<file path="config.mk">
export PLATFORM = sky130hd
export DESIGN_NAME = uart_tx_arb
export DESIGN_NICKNAME = d
export VERILOG_FILES = /design/src/rtl/uart_tx_arb.sv
export SDC_FILE = /design/constraint.sdc
export NUM_CORES = 1
export LEC_CHECK = 0
export CORE_MARGIN = 3
export CORE_UTILIZATION = 35
export CTS_CLUSTER_DIAMETER = 40
export DETAILED_ROUTE_END_ITERATION = 7
export DONT_BUFFER_PORTS = 1
export PLACE_DENSITY = 0.53
export SETUP_SLACK_MARGIN = 0.02
export SYNTH_ARGS = -nofsm -noshare
export SYNTH_HDL_FRONTEND = slang
export SYNTH_SLANG_ARGS = --single-unit
</file>
<file path="constraint.sdc">
create_clock -name clk -period 2.25 [get_ports clk]
set_input_delay 0.5625 -clock clk [delete_from_list [all_inputs] [get_ports clk]]
set_output_delay 0.5625 -clock clk [all_outputs]
set_load 0.02 [all_outputs]
</file>
<file path="src/rtl/uart_tx_arb.sv">
// Line-atomic two-requester arbiter in front of the UART_COM transmit port.
// The holder of the grant keeps it until it sends TERM or goes silent for TIMEOUT cycles.
module uart_tx_arb #(
    parameter logic [7:0]  TERM    = 8'h0A,
    parameter int unsigned TIMEOUT = 100000,
    parameter int unsigned CNT_W   = $clog2(TIMEOUT + 1)
) (
    input  logic       clk,
    input  logic       rst,
    input  logic [7:0] s0_data,
    input  logic       s0_valid,
    output logic       s0_ready,
    input  logic [7:0] s1_data,
    input  logic       s1_valid,
    output logic       s1_ready,
    output logic [7:0] m_data,
    output logic       m_valid,
    input  logic       m_ready,
    output logic [1:0] grant,
    output logic       timeout_pulse
);

    typedef enum logic [1:0] {
        StIdle   = 2'd0,
        StGrant0 = 2'd1,
        StGrant1 = 2'd2
    } state_e;

    localparam logic [CNT_W-1:0] CntMax  = CNT_W'(TIMEOUT);
    localparam logic [CNT_W-1:0] CntLast = CNT_W'(TIMEOUT - 1);

    state_e           state_q, state_d;
    logic             last_q, last_d;
    logic [CNT_W-1:0] cnt_q, cnt_d;

    logic hold_id;
    logic hold_xfer;
    logic hold_term;

    // Grant-path mux: readies depend only on m_ready and registered state.
    always_comb begin
        m_data   = 8'h00;
        m_valid  = 1'b0;
        s0_ready = 1'b0;
        s1_ready = 1'b0;
        case (state_q)
            StGrant0: begin
                m_data   = s0_data;
                m_valid  = s0_valid;
                s0_ready = m_ready;
            end
            StGrant1: begin
                m_data   = s1_data;
                m_valid  = s1_valid;
                s1_ready = m_ready;
            end
            default: begin
                m_data  = 8'h00;
                m_valid = 1'b0;
            end
        endcase
    end

    assign grant     = {state_q == StGrant1, state_q == StGrant0};
    assign hold_id   = (state_q == StGrant1);
    assign hold_xfer = m_valid && m_ready;
    assign hold_term = hold_xfer && (m_data == TERM);

    always_comb begin
        state_d       = state_q;
        last_d        = last_q;
        cnt_d         = cnt_q;
        timeout_pulse = 1'b0;
        case (state_q)
            StIdle: begin
                cnt_d = '0;
                if (s0_valid && s1_valid) begin
                    // Round-robin on a tie: favour whoever did not hold last.
                    state_d = last_q ? StGrant0 : StGrant1;
                end else if (s0_valid) begin
                    state_d = StGrant0;
                end else if (s1_valid) begin
                    state_d = StGrant1;
                end
            end
            StGrant0, StGrant1: begin
                if (hold_term) begin
                    // Terminator wins over a coincident timeout.
                    state_d = StIdle;
                    last_d  = hold_id;
                    cnt_d   = '0;
                end else if (m_valid) begin
                    // A stalled but valid holder is never timed out.
                    cnt_d = '0;
                end else if (cnt_q == CntLast) begin
                    state_d       = StIdle;
                    last_d        = hold_id;
                    cnt_d         = '0;
                    timeout_pulse = 1'b1;
                end else if (cnt_q != CntMax) begin
                    cnt_d = cnt_q + 1'b1;
                end
            end
            default: begin
                state_d = StIdle;
                cnt_d   = '0;
            end
        endcase
    end

    always_ff @(posedge clk or posedge rst) begin
        if (rst) begin
            state_q <= StIdle;
            last_q  <= 1'b1;
            cnt_q   <= '0;
        end else begin
            state_q <= state_d;
            last_q  <= last_d;
            cnt_q   <= cnt_d;
        end
    end

endmodule

</file>
==> flow_summary_export.csv <==
group,metric,value,unit
outcome,status,"finished clean",
timing,tightest_slew,0.7780,ns
cts,postCtsHoldBufs,0,
yosys,synth_cell_types,41,
timing,hold_viol_final,0,
yosys,yosysWarnings,0,
route,viasPerCell,5.136,
cts,clk_latency,0.26,ns
cts,clock-root-buffer,"clkbuf_8",
route,antenna_left,0,
grt,grt_pass1_wl,5016,um
setup_path,crit_arrival,1.62,ns
timing,grt_setup_unrepaired,"true",
finish,finalInstanceArea,0.001649,sq mm
power_and_ir_drop,p_leak,0.6738,nW
route,totalWireLength,2976,um
grt,antenna_found_initial,0,
yosys,syn-mean-instance-area,8.489,sq um
finish,antennaDiodeCount,0,
placement,post-dp-hpwl,2378,um
cts,ctsLongestPathBuffers,2,
grt,met1_usage,17.35,%
power_and_ir_drop,power.density,973.6,mW/mm^2
yosys,synth_xor_area_share,9.795,%
grt,grt-busiest-layer,"met2",
setup_path,crit_type,"reg -> out",
floorplanning,rows,21,
cts,cts_tree,"built",
floorplanning,die_y,67.91,um
yosys,ys_seq_elements,20,
timing,fmax,457.2,MHz
grt,grt-ovfl-total,0,
timing,post-route-min-period,2.187,ns
grt,grt_max_degree,21,
setup_path,path_max_fanout,4,
finish,drive_gt1_share,21.71,%
route,first_pass_iters,4,
route,wl_per_cell,13.47,um
floorplanning,die_w,67.91,um
grt,track_usage,14.18,%
placement,numPortBuffers,0,
cts,cts_made_buffers,3,
route,drc,0,
yosys,synth_top_area_cell,"dfrtp_1",
yosys,yosysTopAreaCellShare,35.45,%
timing,skew,0.005931,ns
cts,cts_max_level,1,
power_and_ir_drop,ir_drop,645.8,uV
placement,gp_congestion,0.7866,
grt,grt_use_met3,3.612,%
yosys,synth_edf_count,0,
flow_run,drv_cap,0,
grt,use_met2,25.03,%
setup_path,critPathCaptureType,"primary output",
setup_path,required,1.69,ns
finish,num-fill-cells,357,
floorplanning,pin_count,35,
finish,nNetsFinal,202,
yosys,synthMuxAreaShare,0.8396,%
yosys,synth_top_flop_cell,"dfrtp_1",
yosys,synthTopCellsByArea,"dfrtp_1 (35%), nor2_1 (5.3%), xor2_1 (5.2%)",
cts,clkSinkCount,20,
route,vias,1135,
timing,slew_violations,0,
timing,finalCritPeriodShare,97.22,%
yosys,synth_nets,184,
yosys,async_flop_share,100.0,%
yosys,yosys.area_share.simple,30.60,%
route,drtIter0Drc,52,
timing,relSlewSlack,48.08,%
floorplanning,core_area,0.003521,sq mm
yosys,synthAdderAreaFrac,4.664,%
yosys,syn_inst,158,
cts,clkSlewWorstSetupHoldPaths,0.08,ns
placement,place_area,0.001486,sq mm
yosys,yosysSeqAreaShare,37.41,%
grt,grt_pass1_vias,1124,
timing,setup_viol,0,
setup_path,start_kind,"register",
finish,fin_util,46.84,%
yosys,synth_top_family_by_area,"simple AND/OR/NAND/NOR gates",
floorplanning,initial_utilization,38.10,%
min_path,min_path_type,"in -> async",
floorplanning,die_area,0.004611,sq mm
yosys,synth_compound_area_share,11.75,%
yosys,syn_area,0.001341,sq mm
finish,syn2layout_area_growth,22.95,%
==> stage by stage <==
stage	hold slack [ns]	setup TNS, ns	cells	setup WS (ns)	power, W
6_report	0.3299	0	221	0.06260	0.001606
5_1_grt	0.3886	-0.03448	221	-0.03448	0.001732
4_1_cts	0.3466	0	220	0.01767	0.001549
3_5_place_dp	0.5281	0	214	0.1323	0.001159
3_3_place_gp	0.5155	0	214	0.1799	0.001151
2_1_floorplan	0.4972	0	158	0.1581	0.0009605
==> cell families (layout without fill, tap and decap cells) <==
family,after synthesis,in the layout
buffers and inverters,16,33
DFF,20,20
muxes,1,1
and+or+nand+nor,77,77
xor gates and xnor gates,15,15
AOI/OAI and AO/OA,24,24
adders and majority gates,5,5
==> state kept, by name (all words and copies together) (netlist names) <==
name / cells
cnt_q: 17
last_q: 1
state_q: 2
==> repair_timing <==
item / in CTS / in global routing
buffers inserted: 2 / 1
setup endpoints to repair: 2 / 9
gates cloned: 0 / 0
pin swaps: 0 / 2
resized for setup: 3 / 13
==> cell usage in the layout, fill, tap and decap left out, drive strengths merged, types with 2 or more instances in the layout <==
master / netlist / final
clkbuf: 2 / 3
or3: 2 / 2
nand3: 8 / 8
and3: 3 / 3
nor2: 20 / 20
nor2b: 7 / 7
nor3: 5 / 5
dfrtp: 19 / 19
a21oi: 5 / 5
a21boi: 2 / 2
nand4: 3 / 3
a22oi: 6 / 6
and2: 3 / 3
ha: 5 / 5
o21ai: 4 / 4
inv: 11 / 11
o22ai: 2 / 2
xor2: 8 / 8
or4: 2 / 2
nand2: 18 / 18
buf: 3 / 18
xnor2: 7 / 7
==> layer usage <==
| layer | wire, um | vias up |
|---|---|---|
| li1 | - | 573 |
| met1 | 1297 | 552 |
| met2 | 1585 | 8 |
| met3 | 74 | 2 |
| met4 | 18 | 0 |
| met5 | 0 | - |
==> where the power goes <==
| group | leakage, nW | internal (W) | total (W) | switching (W) |
|---|---|---|---|---|
| Sequential | 0.272 | 0.000389 | 0.000415 | 0.0000258 |
| Clock | 0.0357 | 0.000237 | 0.000357 | 0.000120 |
| Combinational | 0.366 | 0.000368 | 0.000834 | 0.000466 |
==> worst max-delay path: stages (launching register included) <==
cell	delay [ns]
dfrtp_1	0.43
nor4b_2	0.33
nand4_1	0.22
nor2_4	0.14
and3_4	0.24
==> area by class of cell <==
class	count	area (sq um)	share of cell area, %
inverters	11	41.29	2.504
flip-flops and latches	20	501.7	30.42
clock inverters	1	30.03	1.821
well taps	46	57.56	3.490
repair buffers	18	142.6	8.649
multi-input cells	122	834.6	50.61
clock buffers	3	41.29	2.504
==> path summary, 6_finish.rpt <==
check | cells after the start | slack [ns] | from | end
setup reg to reg | 9 | 0.23 | state_q[1] | cnt_q[1]
setup / recovery | 4 | 0.06 | cnt_q[11] | timeout_pulse
min in group clk | 2 | 0.47 | s1_valid | state_q[1]
max in group asynchronous | 1 | 1.43 | rst | state_q[1]
hold reg to reg | 2 | 0.55 | cnt_q[10] | cnt_q[10]
hold / removal | 1 | 0.33 | rst | cnt_q[12]
==> cell usage after synthesis (2+ instances only) <==
master,count
a21boi_0,2
a21oi_1,5
a22oi_1,6
and2_1,3
and3_1,3
buf_2,2
clkbuf_1,2
dfrtp_1,19
ha_1,5
inv_1,10
nand2_1,17
nand3_1,7
nand4_1,3
nor2_1,19
nor2b_1,7
nor3_1,5
o21ai_1,3
o22ai_1,2
or3_1,2
or4_1,2
xnor2_1,7
xor2_1,8
(Power assumes the default switching activity.)
